==> src/rtl/tree_loader_pkg.sv <==
// rtl/tree_loader_pkg.sv - shared types and constants for the tree image loader
package tree_loader_pkg;

    typedef enum logic [2:0] {
        IDLE,
        COUNT,
        NODE,
        WRITE,
        CHECK
    } loader_state_t;

    localparam logic [7:0] HDR_BYTE = 8'hA5;
    localparam int NODE_BYTES = 7;

    // Only the two low bits of node byte 0 reach RAM1; the rest fall off the
    // top of the assembly register as bytes 1..5 shift in behind it.
    localparam int B0_KEEP_BITS = 2;

    // Assembly register holds node bytes 0..5; byte 6 is taken live from the
    // stream on the cycle the node completes.
    localparam int ASM_WIDTH = B0_KEEP_BITS + (NODE_BYTES - 2) * 8;

    // Big-endian slice positions inside the assembly register.
    localparam int RAM1_ASM_MSB = ASM_WIDTH - 1;   // b0[1:0]
    localparam int RAM1_ASM_LSB = 8;               // b4
    localparam int RAM2_ASM_MSB = 7;               // b5
    localparam int RAM2_ASM_LSB = 0;

endpackage

==> src/rtl/tree_image_loader.sv <==
// rtl/tree_image_loader.sv - framed byte-stream writer for the decision-tree node RAMs
//
// Ports:
//   clk, rst            single clock; asynchronous active-low reset
//   s_data/s_valid      incoming image byte stream
//   s_ready             combinational: low only while a node write is held
//   ram_addr            shared write address for both node RAMs
//   ram1_data/ram2_data coefficient word and child-pointer word
//   we1/we2             write strobes, held WE_HOLD cycles per node
//   busy                frame in progress past the header
//   done                one-cycle pulse on a good checksum
//   error               sticky bad count / bad checksum, cleared by next header
module tree_image_loader
    import tree_loader_pkg::*;
#(
    parameter int ADDR_WIDTH      = 5,
    parameter int DEPTH           = 32,
    parameter int RAM1_DATA_WIDTH = 34,
    parameter int RAM2_DATA_WIDTH = 16,
    parameter int WE_HOLD         = 4
) (
    input  logic                       clk,
    input  logic                       rst,
    input  logic [7:0]                 s_data,
    input  logic                       s_valid,
    output logic                       s_ready,
    output logic [ADDR_WIDTH-1:0]      ram_addr,
    output logic [RAM1_DATA_WIDTH-1:0] ram1_data,
    output logic [RAM2_DATA_WIDTH-1:0] ram2_data,
    output logic                       we1,
    output logic                       we2,
    output logic                       busy,
    output logic                       done,
    output logic                       error
);

    localparam int HOLD_W = (WE_HOLD > 1) ? $clog2(WE_HOLD) : 1;
    // One extra bit so a full-depth count (== 2^ADDR_WIDTH) fits.
    localparam int CNT_W  = ADDR_WIDTH + 1;

    loader_state_t         state;
    loader_state_t         state_next;

    logic [2:0]            byte_cnt;
    logic [HOLD_W-1:0]     hold_cnt;
    logic [CNT_W-1:0]      remaining;
    logic [7:0]            xor_acc;
    logic [ASM_WIDTH-1:0]  asm_q;

    logic                  accept;
    logic                  count_bad;
    logic                  node_last;
    logic                  hold_last;
    logic                  last_node;

    assign accept    = s_valid && s_ready;
    assign count_bad = (s_data == 8'd0) || ({24'd0, s_data} > DEPTH);
    assign node_last = (byte_cnt == 3'(NODE_BYTES - 1));
    assign hold_last = (hold_cnt == HOLD_W'(WE_HOLD - 1));
    assign last_node = (remaining == CNT_W'(1));

    always_ff @(posedge clk or negedge rst) begin
        if (!rst) begin
            state <= IDLE;
        end else begin
            state <= state_next;
        end
    end

    always_comb begin
        state_next = state;
        s_ready    = (state != WRITE);
        case (state)
            IDLE: begin
                if (accept && s_data == HDR_BYTE) begin
                    state_next = COUNT;
                end
            end
            COUNT: begin
                if (accept) begin
                    state_next = count_bad ? IDLE : NODE;
                end
            end
            NODE: begin
                if (accept && node_last) begin
                    state_next = WRITE;
                end
            end
            WRITE: begin
                if (hold_last) begin
                    state_next = last_node ? CHECK : NODE;
                end
            end
            CHECK: begin
                if (accept) begin
                    state_next = IDLE;
                end
            end
            default: state_next = IDLE;
        endcase
    end

    always_ff @(posedge clk or negedge rst) begin
        if (!rst) begin
            ram_addr  <= '0;
            ram1_data <= '0;
            ram2_data <= '0;
            we1       <= 1'b0;
            we2       <= 1'b0;
            busy      <= 1'b0;
            done      <= 1'b0;
            error     <= 1'b0;
            byte_cnt  <= '0;
            hold_cnt  <= '0;
            remaining <= '0;
            xor_acc   <= '0;
            asm_q     <= '0;
        end else begin
            done <= 1'b0;
            busy <= (state_next != IDLE);
            case (state)
                IDLE: begin
                    if (accept && s_data == HDR_BYTE) begin
                        error <= 1'b0;
                    end
                end
                COUNT: begin
                    if (accept) begin
                        if (count_bad) begin
                            error <= 1'b1;
                        end else begin
                            remaining <= s_data[CNT_W-1:0];
                            ram_addr  <= '0;
                            xor_acc   <= s_data;
                            byte_cnt  <= '0;
                        end
                    end
                end
                NODE: begin
                    if (accept) begin
                        xor_acc <= xor_acc ^ s_data;
                        if (node_last) begin
                            ram1_data <= asm_q[RAM1_ASM_MSB:RAM1_ASM_LSB];
                            ram2_data <= {asm_q[RAM2_ASM_MSB:RAM2_ASM_LSB], s_data};
                            we1       <= 1'b1;
                            we2       <= 1'b1;
                            hold_cnt  <= '0;
                            byte_cnt  <= '0;
                        end else begin
                            asm_q    <= {asm_q[ASM_WIDTH-9:0], s_data};
                            byte_cnt <= byte_cnt + 3'd1;
                        end
                    end
                end
                WRITE: begin
                    if (hold_last) begin
                        we1       <= 1'b0;
                        we2       <= 1'b0;
                        remaining <= remaining - CNT_W'(1);
                        // Address stays on the last node so a full-depth
                        // frame never wraps back to 0.
                        if (!last_node) begin
                            ram_addr <= ram_addr + ADDR_WIDTH'(1);
                        end
                    end else begin
                        hold_cnt <= hold_cnt + HOLD_W'(1);
                    end
                end
                CHECK: begin
                    if (accept) begin
                        if (s_data == xor_acc) begin
                            done <= 1'b1;
                        end else begin
                            error <= 1'b1;
                        end
                    end
                end
                default: ;
            endcase
        end
    end

endmodule

==> config.mk <==
export PLATFORM = sky130hd
export DESIGN_NAME = tree_image_loader
export DESIGN_NICKNAME = d
export VERILOG_FILES = /design/src/rtl/tree_loader_pkg.sv /design/src/rtl/tree_image_loader.sv
export SDC_FILE = /design/constraint.sdc
export NUM_CORES = 1
export LEC_CHECK = 0
export CORE_UTILIZATION = 45
export DETAILED_ROUTE_END_ITERATION = 16
export PLACE_DENSITY = 0.68
export SLEW_MARGIN = 20
export SYNTH_ARGS = -nofsm -noshare
export SYNTH_HDL_FRONTEND = slang
export SYNTH_SLANG_ARGS = --single-unit
==> constraint.sdc <==
create_clock -name clk -period 3.9 [get_ports clk]
set_input_delay 0.585 -clock clk [delete_from_list [all_inputs] [get_ports clk]]
set_output_delay 0.585 -clock clk [all_outputs]
set_load 0.02 [all_outputs]
After elaboration in Yosys (flattened, before gate mapping). Index checks and enable logic that the tools add are counted.

Output and inout bits: 61. Bits of input ports: 11. Logic and storage cells: 103. Bits in registers: 123.

Equality and inequality tests: 21. Reduce and logical (&&, ||, !) cells: 19. Multiplexer cells: 43. $add $sub $neg: 4. Magnitude comparators: 1. Bitwise operators: 2.

Operators by type and width (count): 2-to-1 mux 3 bit (10); 2-to-1 mux 8 bit (3); != test 2 bit, second input constant (11); 2-to-1 mux 5 bit (4); 2-to-1 mux 6 bit (3); case mux 8 bit (2 select lines) (1); AND reduction 4 bit (4); case mux 3 bit (5 select lines) (1); case mux 6 bit (2 select lines) (1); 2-to-1 mux 1 bit (11); case mux 5 bit (2 select lines) (1); == test 8 bit (1); == test 8 bit, second input constant (1); > comparator 8 x 6 -> 1 bit, second input constant (1); zero test 8 bit (1); 2-to-1 mux 2 bit (4); bitwise XOR 8 bit (1); == test 3 x 2 -> 1 bit, second input constant (2); == test 3 bit, second input constant (2); == test 6 x 1 -> 1 bit, second input constant (1); case mux 3 bit (2 select lines) (1); AND reduction 3 bit (2); AND reduction 6 bit (1); nonzero test 2 bit (3); 16 further kinds (19).

Depth between registers and ports, before layout.
Depth in word-level cells: 6. Mapped depth: 8. Mapped depth without buffers: 7.

Worst setup path after synthesis. Ideal clock, no wire load.

Path kind: input-to-reg. From: input port s_valid. To: register ram1_data[31]. Arrival time: 2.047 ns. Path slack: 1.728 ns. Path buffers: 3. Setup time: 0.125 ns. Required time: 3.775 ns. Stages on the path: 7. Cell sequence: clkbuf_2 -> nor2b_1 -> nand2_1 -> nor3_1 -> buf_2 -> buf_4 -> mux2_2.

Cells in the longest elaborated chain, start to end: 2.

Ends and longest elaborated chain: from (decl) (RTL line tree_image_loader.sv:25) `input logic s_valid,`; logical AND 1 bit (RTL line tree_image_loader.sv:56) `assign accept = s_valid && s_ready;`; AND reduction 3 bit (no line); to (signal assigned) (RTL line tree_image_loader.sv:143) `ram1_data <= asm_q[RAM1_ASM_MSB:RAM1_ASM_LSB];`; to (decl) (RTL line tree_image_loader.sv:28) `output logic [RAM1_DATA_WIDTH-1:0] ram1_data,`.

No other way between the ends. A chain may end at the register's enable or synchronous reset.

Worst setup path after layout.
From: register state[1]. To: output port s_ready.

Cells in the longest elaborated chain, start to end: 1.

Ends and longest elaborated chain: from (decl) (RTL line tree_image_loader.sv:41) `loader_state_t state;`; from (signal assigned) (RTL line tree_image_loader.sv:66) `state <= state_next;`; != test 3 x 2 -> 1 bit (RTL line tree_image_loader.sv:72) `s_ready = (state != WRITE);`; to (decl) (RTL line tree_image_loader.sv:26) `output logic s_ready,`.

No other way between the ends.

==> qor.txt <==
Critical Path Start Type -> flop
RR Endpoint -> asm_q[23]$_DFFE_PN0P_
Status -> finished, final reports clean
DR pass1 iterations -> 4
Via count of the routed design -> 3498
Final worst slack -> 0.778 ns
DR DRC count -> 0
Total gr overflow -> 0
Clk root buf -> clkbuf_16
Final Hold Vio Count -> 0
Avg Synthesized Cell Area -> 12.9 um2
FF-to-FF Start -> byte_cnt[1]$_DFFE_PN0P_
Post-place setup slack -> 1.01 ns
Site row count -> 39
Synth area leader -> dfrtp_1
Final Util -> 58.2%
FMAX -> 320 MHz
Post-synth EDFFs -> 0
Net Count, Synth -> 422
Arr. time, crit path -> 2.54 ns
Period minus WS final -> 3.12 ns
Layout area overhead -> 26.3%
CTS Sinks -> 123
RD Place Congestion -> 0.844
Setup-failing EPs final -> 0
Sum of negative setup slack -> 0 ns
NumNets Final -> 496
Post-synth cell types -> 47
Fill cells -> 970
Flops & latches, synth -> 123
Maximum VDD drop -> 0.000268 V
Worst-Skew Late Latency -> 0.41 ns
HPWL after detailed placement -> 6890 um
DRT antenna net count -> 0
Placed cell count -> 605
Pwr Total -> 3.37 mW
Height of the die -> 110 um
Starting Density -> 46.1%
Port bufs -> 71
Vias in the first global route -> 3358
Die area -> 0.0121 mm2
Clock Power Share -> 42.2%
First-pass GRT wire length -> 17200 um
Setup Crit Path Kind -> reg2out
Cell Area, Synth -> 0.00526 mm2
Post-synth top cells -> 123 x dfrtp_1, 92 x mux2_2, 27 x nand2_1
Overall routed net length -> 10300 um
Post-route cell area -> 0.00664 mm2
Switching Fraction -> 26.5%
Die X -> 110 um
DP Area -> 0.00611 mm2
I/O Pins -> 72
Final hold slack -> 0.230 ns
CTS tree -> done
Core Area -> 0.0114 mm2
Routed len/inst -> 16.2 um
Req. time, crit path -> 3.31 ns
Reg clk slew, reported paths -> 0.06 ns
Post-CTS Setup Repair Bufs -> 0
Worst Clk Skew -> 0.0106 ns
Pwr Density -> 508 mW/mm2
Area contributors post-synth -> dfrtp_1 59%, mux2_2 20%, nand2_1 1.9%
N_diodes -> 0
Hold-fix buffers, CTS -> 0
Max FO, Critical Path -> 17
Count leader, synth -> dfrtp_1
Cts repair resizes -> 0
Share of post-route cells with drive strength above 1 -> 26.7%
Initial antenna violation count -> 0
Max_cap viols -> 0
Unrepaired setup endpoints after global routing -> no
Worst Tran Pin Value -> 0.977 ns
CTS max path bufs -> 2
P_leak -> 3.15 nW
Final cell count without fillers -> 637
Vias per cell -> 5.49
CP Capture Type -> output port
Hold Path Class -> in2async
Internal cell power -> 2.48 mW
Gate power share -> 13.0%
Psw -> 895 uW
Synth Flop Type -> dfrtp_1
Synth top area share -> 58.5%
Final worst-path cycle share -> 80.1%
Htree depth -> 4
Global router's overall resource usage -> 19.0%
Slew HR -> 34.6%
Sequential Power Share -> 44.9%
Seq/Total Area, Yosys -> 58.5%
Ys Warns -> 0
Synthesized instance count -> 407
Pin count of the biggest net entering global routing -> 68
Worst R2R Setup Slack -> 1.70 ns
1st-iter DRT viols -> 268
TritonCTS Buffers -> 17
Cells on worst reg2reg path -> 4
Slew Limit Fails -> 0
FFs w/ async S/R, synth -> 100%
per-layer routing:
metal,GRT usage [%],share of wire [%],vias up,wire (um)
li1,-,-,1622,-
met1,26.1,47,1775,4830
met2,28.8,48,88,4940
met3,4.64,4.2,13,432
met4,7.89,1.3,0,134
met5,0,0,-,0
cell families (layout without fill, tap and decap cells):
group	Yosys count	after routing	synth area share [%]
AND/OR/NAND/NOR	89	89	9.23
buffers and inverters	33	120	2.95
AO/OA/AOI/OAI	54	54	6.57
XOR/XNOR	9	9	1.50
flip-flops	123	123	58.5
multiplexers	95	95	20.3
adder cells (fa/ha/maj)	4	4	0.952
final cells by class:
class | count | area (um2) | share of cell area (%)
sequential | 123 | 3080 | 46.3
multi-input combinational | 251 | 2040 | 30.7
inverter | 11 | 41.3 | 0.621
timing repair buffer | 77 | 766 | 11.5
tap | 143 | 179 | 2.69
clock inverter | 11 | 97.6 | 1.47
clock buffer | 21 | 440 | 6.63
layout by cell type (no fill, tap or decap), types with 6 or more instances in the layout:
cell type,count
inv_1,10
xnor2_1,7
nor2_1,10
mux2_2,92
clkdlybuf4s50_1,70
a21oi_1,7
o21ai_0,15
buf_4,6
nand3_1,10
o31ai_1,10
nor3_1,6
dfrtp_1,123
nand2_1,27
clkbuf_16,17
flip-flops by register name (all words and copies together), names as in the netlist:
signal     cells
asm_q         42
busy           1
byte_cnt       3
done           1
error          1
hold_cnt       2
ram1_data     34
ram2_data     16
ram_addr       5
remaining      6
state          3
we2            1
xor_acc        8
power groups by stage:
stage / Combinational (mW) / Clock (mW) / Sequential, mW
finish: 0.438 / 1.42 / 1.51
global route: 0.488 / 1.51 / 1.53
CTS: 0.442 / 1.45 / 1.51
detailed placement: 0.438 / 0 / 1.53
global placement: 0.427 / 0 / 1.52
floorplan: 0.261 / 0 / 1.53
critical path, stage by stage (launching register included):
cell	delay, ns
dfrtp_1	0.54
nor2b_1	0.32
and2_1	0.17
buf_4	0.21
clkinv_1	0.27
clkdlybuf4s50_1	0.62
how the worst max path moves through the flow:
| stage | from | endpoint | depth (start not counted) |
|---|---|---|---|
| 2_1_floorplan | s_valid | ram1_data[31]$_DFFE_PN0P_ | 7 |
| 3_3_place_gp | s_valid | asm_q[40]$_DFFE_PN0P_ | 6 |
| 3_5_place_dp | s_data[4] | ram_addr[3]$_DFFE_PN0P_ | 6 |
| 4_1_cts | state[1]$_DFF_PN0_ | s_ready | 5 |
| 5_1_grt | state[1]$_DFF_PN0_ | s_ready | 5 |
| 6_report | state[1]$_DFF_PN0_ | s_ready | 5 |
(Power assumes the default switching activity.)
